$ cat src/rtl/ex_mem.sv
// EX/MEM pipeline register: captures execute-stage results and the remaining
// memory/writeback controls, with synchronous flush-to-bubble and async clear.
module ex_mem (
  input  logic        clk,
  input  logic        rst,
  input  logic        EX_Flush,
  input  logic        RegWrite_in,
  input  logic        MemtoReg_in,
  input  logic        Branch_in,
  input  logic        MemRead_in,
  input  logic        MemWrite_in,
  input  logic        Jump_in,
  input  logic [31:0] jump_addr_in,
  input  logic [31:0] branch_addr_in,
  input  logic        ALU_zero_in,
  input  logic [31:0] ALU_result_in,
  input  logic [31:0] reg_read_data_2_in,
  input  logic [4:0]  ID_EX_RegisterRd_in,
  output logic        RegWrite_out,
  output logic        MemtoReg_out,
  output logic        Branch_out,
  output logic        MemRead_out,
  output logic        MemWrite_out,
  output logic        Jump_out,
  output logic [31:0] jump_addr_out,
  output logic [31:0] branch_addr_out,
  output logic        ALU_zero_out,
  output logic [31:0] ALU_result_out,
  output logic [31:0] reg_read_data_2_out,
  output logic [4:0]  EX_MEM_RegisterRd_out
);

  localparam int DATA_W = 32;
  localparam int REG_W  = 5;

  // EX -> MEM stage boundary; a flush clears data too so the bubble is all-zero
  always_ff @(posedge clk or posedge rst) begin
    if (rst) begin
      RegWrite_out          <= 1'b0;
      MemtoReg_out          <= 1'b0;
      Branch_out            <= 1'b0;
      MemRead_out           <= 1'b0;
      MemWrite_out          <= 1'b0;
      Jump_out              <= 1'b0;
      jump_addr_out         <= '0;
      branch_addr_out       <= '0;
      ALU_zero_out          <= 1'b0;
      ALU_result_out        <= '0;
      reg_read_data_2_out   <= '0;
      EX_MEM_RegisterRd_out <= '0;
    end else if (EX_Flush) begin
      RegWrite_out          <= 1'b0;
      MemtoReg_out          <= 1'b0;
      Branch_out            <= 1'b0;
      MemRead_out           <= 1'b0;
      MemWrite_out          <= 1'b0;
      Jump_out              <= 1'b0;
      jump_addr_out         <= {DATA_W{1'b0}};
      branch_addr_out       <= {DATA_W{1'b0}};
      ALU_zero_out          <= 1'b0;
      ALU_result_out        <= {DATA_W{1'b0}};
      reg_read_data_2_out   <= {DATA_W{1'b0}};
      EX_MEM_RegisterRd_out <= {REG_W{1'b0}};
    end else begin
      RegWrite_out          <= RegWrite_in;
      MemtoReg_out          <= MemtoReg_in;
      Branch_out            <= Branch_in;
      MemRead_out           <= MemRead_in;
      MemWrite_out          <= MemWrite_in;
      Jump_out              <= Jump_in;
      jump_addr_out         <= jump_addr_in;
      branch_addr_out       <= branch_addr_in;
      ALU_zero_out          <= ALU_zero_in;
      ALU_result_out        <= ALU_result_in;
      reg_read_data_2_out   <= reg_read_data_2_in;
      EX_MEM_RegisterRd_out <= ID_EX_RegisterRd_in;
    end
  end

endmodule

$ cat config.mk
export PLATFORM = sky130hd
export DESIGN_NAME = ex_mem
export DESIGN_NICKNAME = d
export VERILOG_FILES = /design/src/rtl/ex_mem.sv
export SDC_FILE = /design/constraint.sdc
export NUM_CORES = 1
export LEC_CHECK = 0
export CELL_PAD_IN_SITES_DETAIL_PLACEMENT = 2
export CELL_PAD_IN_SITES_GLOBAL_PLACEMENT = 2
export CORE_MARGIN = 10
export CORE_UTILIZATION = 20
export DETAILED_ROUTE_END_ITERATION = 8
export PLACE_DENSITY = 0.82
export SYNTH_ARGS = -nofsm -noshare
export SYNTH_HDL_FRONTEND = slang
export SYNTH_SLANG_ARGS = --single-unit
$ cat constraint.sdc
create_clock -name clk -period 4.95 [get_ports clk]
set_input_delay 0.99 -clock clk [delete_from_list [all_inputs] [get_ports clk]]
set_output_delay 0.99 -clock clk [all_outputs]
set_load 0.02 [all_outputs]
==> qor.yml, run 1 <==
place:
  gp_congestion: 0.7844
  dp_cells: 846
  io_buffers: 282
  dp_hpwl_um: 14340
timing:
  maxSlewViolCount: 0
  hold_viol: 0
  min_period_over_period_pct: 48.75
  finalCriticalPeriod_ns: 2.413
  rsz0062_at_grt: "no"
  setup_viol: 0
  fmax_mhz: 414.4
  worstMarginPinSlew_ns: 0.8832
  max_slew_margin_pct: 41.12
  tns_ns: 0
synthesis:
  synthTopCellsByCount: "140 x dfrtp_1, 140 x nor2b_1, 14 x buf_2"
  synth_edf_count: 0
  ys_ff_latch: 140
  yosysUniqueCellTypes: 5
  synthFlopType: "dfrtp_1"
  synthTopCellsByArea: "dfrtp_1 79%, nor2b_1 20%, buf_2 1.6%"
  yosysSeqAreaShare_pct: 78.54
  syn_area_sq_mm: 0.004461
  synth_area_per_cell_sq_um: 15.07
  yosysWarnings: 0
  yosys.area.top_type: "dfrtp_1"
  syn_inst: 296
  synth_top_area_share_pct: 78.54
  async_reset_ff_share_pct: 100.0
  syn_nets: 439
job:
  maxCapViolations: 0
setup_path:
  path_max_fanout: 1
  crit_arrival_ns: 1.42
  path_cells: "clkdlybuf4s50_1"
  cpLargestDelayFamily: "buffers and inverters"
  end_kind: "primary output"
  path_class: "reg -> out"
  critical_path_buf_inv_count: 1
  crit_path_start_kind: "register"
  critPathMaxStageDelay_ns: 0.68
  slowest_stage: "clkdlybuf4s50_1"
  worstPathRequired_ns: 3.96
cts:
  cts_hold_buf: 0
  numCtsBuffers: 17
  htreeDepth: 4
  post_cts_buffers: 0
  clk_pin_slew_ns: 0.06
  cts_buffer_depth: 2
  ctsResizeCount: 0
  cts_root_buffer: "clkbuf_16"
  cts.sinks: 140
  cts_tree: "done"
detailed_routing:
  routedWlPerCell_um: 20.55
  via_per_inst: 3.771
  dr.pass1.iters: 4
  via_count: 3315
  postRouteAntennaNets: 0
  drt_iter0_drc: 117
  drt_wl_total_um: 18070
  drcViolationCount: 0
floorplanning:
  dieArea_sq_mm: 0.02868
  core_sq_mm: 0.02189
  start_util_pct: 20.38
  rows: 54
  die_y_um: 169.3
  io_pins: 283
  die_w_um: 169.3
global_routing:
  grt_pass1_wl_um: 27170
  grt_antenna_before_repair: 3
  grt_overflow: 0
  grt_pass1_vias: 4120
  grt_usage_pct: 12.65
  grt_max_degree: 83
power:
  p_leak_nw: 3.486
  power.density_mw_per_mm2: 360.4
  max-vdd-ir-drop_mv: 0.1985
cells_and_area:
  stdcell_count: 879
  syn_to_final_growth_pct: 83.84
  fillers: 2249
  finalNetCount: 728
  drive_above_1_share_pct: 6.020
run_status:
  status: "finished, final reports clean"
min_path:
  worst_hold_path_type: "in -> async"
logic make-up (layout without fill, tap and decap cells):
group	Yosys count	in the layout	synth area share, %
buffers and inverters	16	318	1.823
flip-flops	140	140	78.54
AND/OR/NAND/NOR	140	140	19.64
other	0	1	0
final cells by class:
type                       count  area, sq um  share of cell area (%)
tap                          280        350.3                   4.272
inverter                       1        8.758                  0.1068
clock buffer                  20        456.7                   5.569
sequential                   140         3503                   42.72
clock inverter                12        160.2                   1.953
antenna                        1        2.502                 0.03052
multi-input combinational    140        875.8                   10.68
timing repair buffer         285         2843                   34.67
metrics by stage:
step / hold WS (ns) / total power, mW / cell area [sq um] / setup slack, ns / utilization [%]
finish: 1.041 / 2.955 / 8200 / 2.537 / 37.46
global route: 1.103 / 3.097 / 8198 / 2.452 / 37.45
CTS: 1.061 / 3.021 / 8198 / 2.474 / 37.45
detailed placement: 1.520 / 1.659 / 7581 / 2.261 / 34.63
global placement: 1.490 / 1.643 / 7581 / 2.431 / 34.63
floorplan: 1.128 / 1.387 / 4461 / 0.2071 / -
layout by cell type, fill, tap and decap left out, drive strengths merged:
master	netlist	final
diode	0	1
bufinv	0	3
clkinvlp	0	4
nor2b	140	140
buf	15	4
clkdlybuf4s50	0	281
clkbuf	0	20
dfrtp	140	140
clkinv	0	2
inv	1	4
registers in the layout, indices dropped and copies added, names as in the netlist:
| register | flops |
|---|---|
| ALU_result_out | 32 |
| branch_addr_out | 32 |
| RegWrite_out | 1 |
| MemtoReg_out | 1 |
| MemWrite_out | 1 |
| EX_MEM_RegisterRd_out | 5 |
| jump_addr_out | 32 |
| ALU_zero_out | 1 |
| reg_read_data_2_out | 32 |
| Jump_out | 1 |
| MemRead_out | 1 |
| Branch_out | 1 |
power by group:
part	internal [mW]	leakage, nW	total [mW]	switching [mW]
logic	0.224	1.39	0.408	0.184
clock network	0.824	0.290	1.33	0.503
registers	1.20	1.80	1.22	0.0182
worst max-delay path by stage:
| stage | start | cells after the start | slack (ns) | endpoint |
|---|---|---|---|---|
| after floorplan | rst | 1 | 0.21 | ALU_result_out[0] |
| after global placement | EX_Flush | 3 | 2.43 | MemWrite_out |
| after detailed placement | EX_Flush | 3 | 2.26 | jump_addr_out[31] |
| after CTS | jump_addr_out[16] | 1 | 2.47 | jump_addr_out[16] |
| after global routing | jump_addr_out[16] | 1 | 2.45 | jump_addr_out[16] |
| final | jump_addr_out[16] | 1 | 2.54 | jump_addr_out[16] |
layer usage:
metal / GRT usage [%] / routed length [um]
met2: 21.95 / 9366
met1: 12.46 / 6229
met4: 4.165 / 224
met3: 7.202 / 2224
met5: 0 / 21
Note: power is estimated with default switching activity, not from simulation.
==> run 2: changes to the inputs <==
Clock period 4.95 ns to 2.18 ns, I/O delays scaled along.
==> run 2 against run 1 <==
Effect of this change:
- die area did not move
- largest power group unchanged
- clock power rose by 130%
- final cell count rose by 0.23%
- clock-buffer cell count fell by 2
- via count rose by 0.39%
==> qor.yml, run 2 (synthesized netlist as in run 1, its figures left out) <==
cts:
  numCtsBuffers: 17
  clk_pin_slew_ns: 0.06
  post_cts_buffers: 0
  cts_root_buffer: "clkbuf_16"
  ctsResizeCount: 0
  cts_buffer_depth: 2
  cts_tree: "done"
  htreeDepth: 4
  cts_hold_buf: 0
  cts.sinks: 140
cells_and_area:
  final_cell_mix: "281 x clkdlybuf4s50_1, 140 x dfrtp_1, 140 x nor2b_1"
  syn_to_final_growth_pct: 85.22
  final_common_cell: "clkdlybuf4s50_1"
  fillers: 2248
  finalNetCount: 731
  antennaDiodeCount: 0
  stdcell_count: 881
  drive_above_1_share_pct: 6.656
detailed_routing:
  routedWlPerCell_um: 19.67
  via_per_inst: 3.778
  via_count: 3328
  drt_wl_total_um: 17330
  dr.pass1.iters: 4
  postRouteAntennaNets: 0
  drt_iter0_drc: 102
  drcViolationCount: 0
min_path:
  worst_hold_path_type: "in -> async"
global_routing:
  grt_pass1_vias: 4036
  grt_max_degree: 74
  grt_antenna_before_repair: 0
  grt_overflow: 0
  grt_pass1_wl_um: 26100
  grt_usage_pct: 11.97
floorplanning:
  dieArea_sq_mm: 0.02868
  core_sq_mm: 0.02189
  rows: 54
  io_pins: 283
  die_y_um: 169.3
  die_w_um: 169.3
  start_util_pct: 20.38
power:
  power.density_mw_per_mm2: 818.2
  p_leak_nw: 3.520
  max-vdd-ir-drop_mv: 0.4287
  total_power_mw: 6.760
timing:
  hold_viol: 0
  min_period_over_period_pct: 85.52
  setup_viol: 0
  rsz0062_at_grt: "no"
  worstMarginPinSlew_ns: 0.4685
  fmax_mhz: 536.4
  maxSlewViolCount: 0
  finalCriticalPeriod_ns: 1.864
  max_slew_margin_pct: 68.77
place:
  dp_hpwl_um: 13610
  io_buffers: 282
  dp_cells: 849
  gp_congestion: 0.8011
run_status:
  status: "finished, final reports clean"
setup_path:
  cpLargestDelayFamily: "buffers and inverters"
  worst-path-stages: 1
  cp-startpoint: "jump_addr_out[1]"
  critical_path_buf_inv_count: 1
  end_kind: "primary output"
  slowest_stage: "clkdlybuf4s50_1"
  path_cells: "clkdlybuf4s50_1"
  critPathMaxStageDelay_ns: 0.66
  path_class: "reg -> out"
  critPathCapture: "jump_addr_out[1]"
  crit_path_start_kind: "register"
  crit_arrival_ns: 1.43
  worstPathRequired_ns: 1.74
  path_max_fanout: 1
job:
  maxCapViolations: 0
run 2: routing by layer:
metal  global-route usage, %  share of wire (%)
met1                   12.56                 38
met2                   20.28                 50
met3                   6.809                 11
met4                   3.002               0.86
met5                       0                  0
run 2: stage by stage:
step	hold slack [ns]	TNS [ns]	util, %	cell area (sq um)	worst slack [ns]
6_report	0.3826	0	37.74	8262	0.3156
5_1_grt	0.3748	0	37.74	8262	0.2465
4_1_cts	0.3640	0	37.74	8262	0.2723
3_5_place_dp	0.8190	0	34.90	7640	0.6889
3_3_place_gp	0.7945	0	34.90	7640	0.7256
2_1_floorplan	0.5737	-0.7133	-	4464	-0.005095
run 2: layout make-up:
| class | instances | area (sq um) | area share (%) |
|---|---|---|---|
| sequential | 140 | 3503 | 42.40 |
| clock inverter | 14 | 182.7 | 2.211 |
| clock buffer | 18 | 439.2 | 5.316 |
| tap | 280 | 350.3 | 4.240 |
| multi-input combinational | 140 | 875.8 | 10.60 |
| timing repair buffer | 288 | 2903 | 35.14 |
| inverter | 1 | 7.507 | 0.09087 |
run 2: report_power, final:
| group | internal (mW) | switching, mW | leakage [nW] |
|---|---|---|---|
| Sequential | 2.73 | 0.0429 | 1.80 |
| Clock | 1.86 | 1.20 | 0.300 |
| Combinational | 0.518 | 0.412 | 1.42 |
| Total | 5.10 | 1.66 | 3.52 |
run 2: worst min-delay path by stage:
stage | start | end | slack [ns] | depth (start not counted)
3_5_place_dp | rst | branch_addr_out[3] | 0.82 | 2
6_report | rst | branch_addr_out[2] | 0.38 | 2
3_3_place_gp | rst | branch_addr_out[3] | 0.79 | 2
5_1_grt | rst | branch_addr_out[2] | 0.37 | 2
4_1_cts | rst | branch_addr_out[3] | 0.36 | 2
2_1_floorplan | ALU_result_in[0] | ALU_result_out[0] | 0.57 | 1
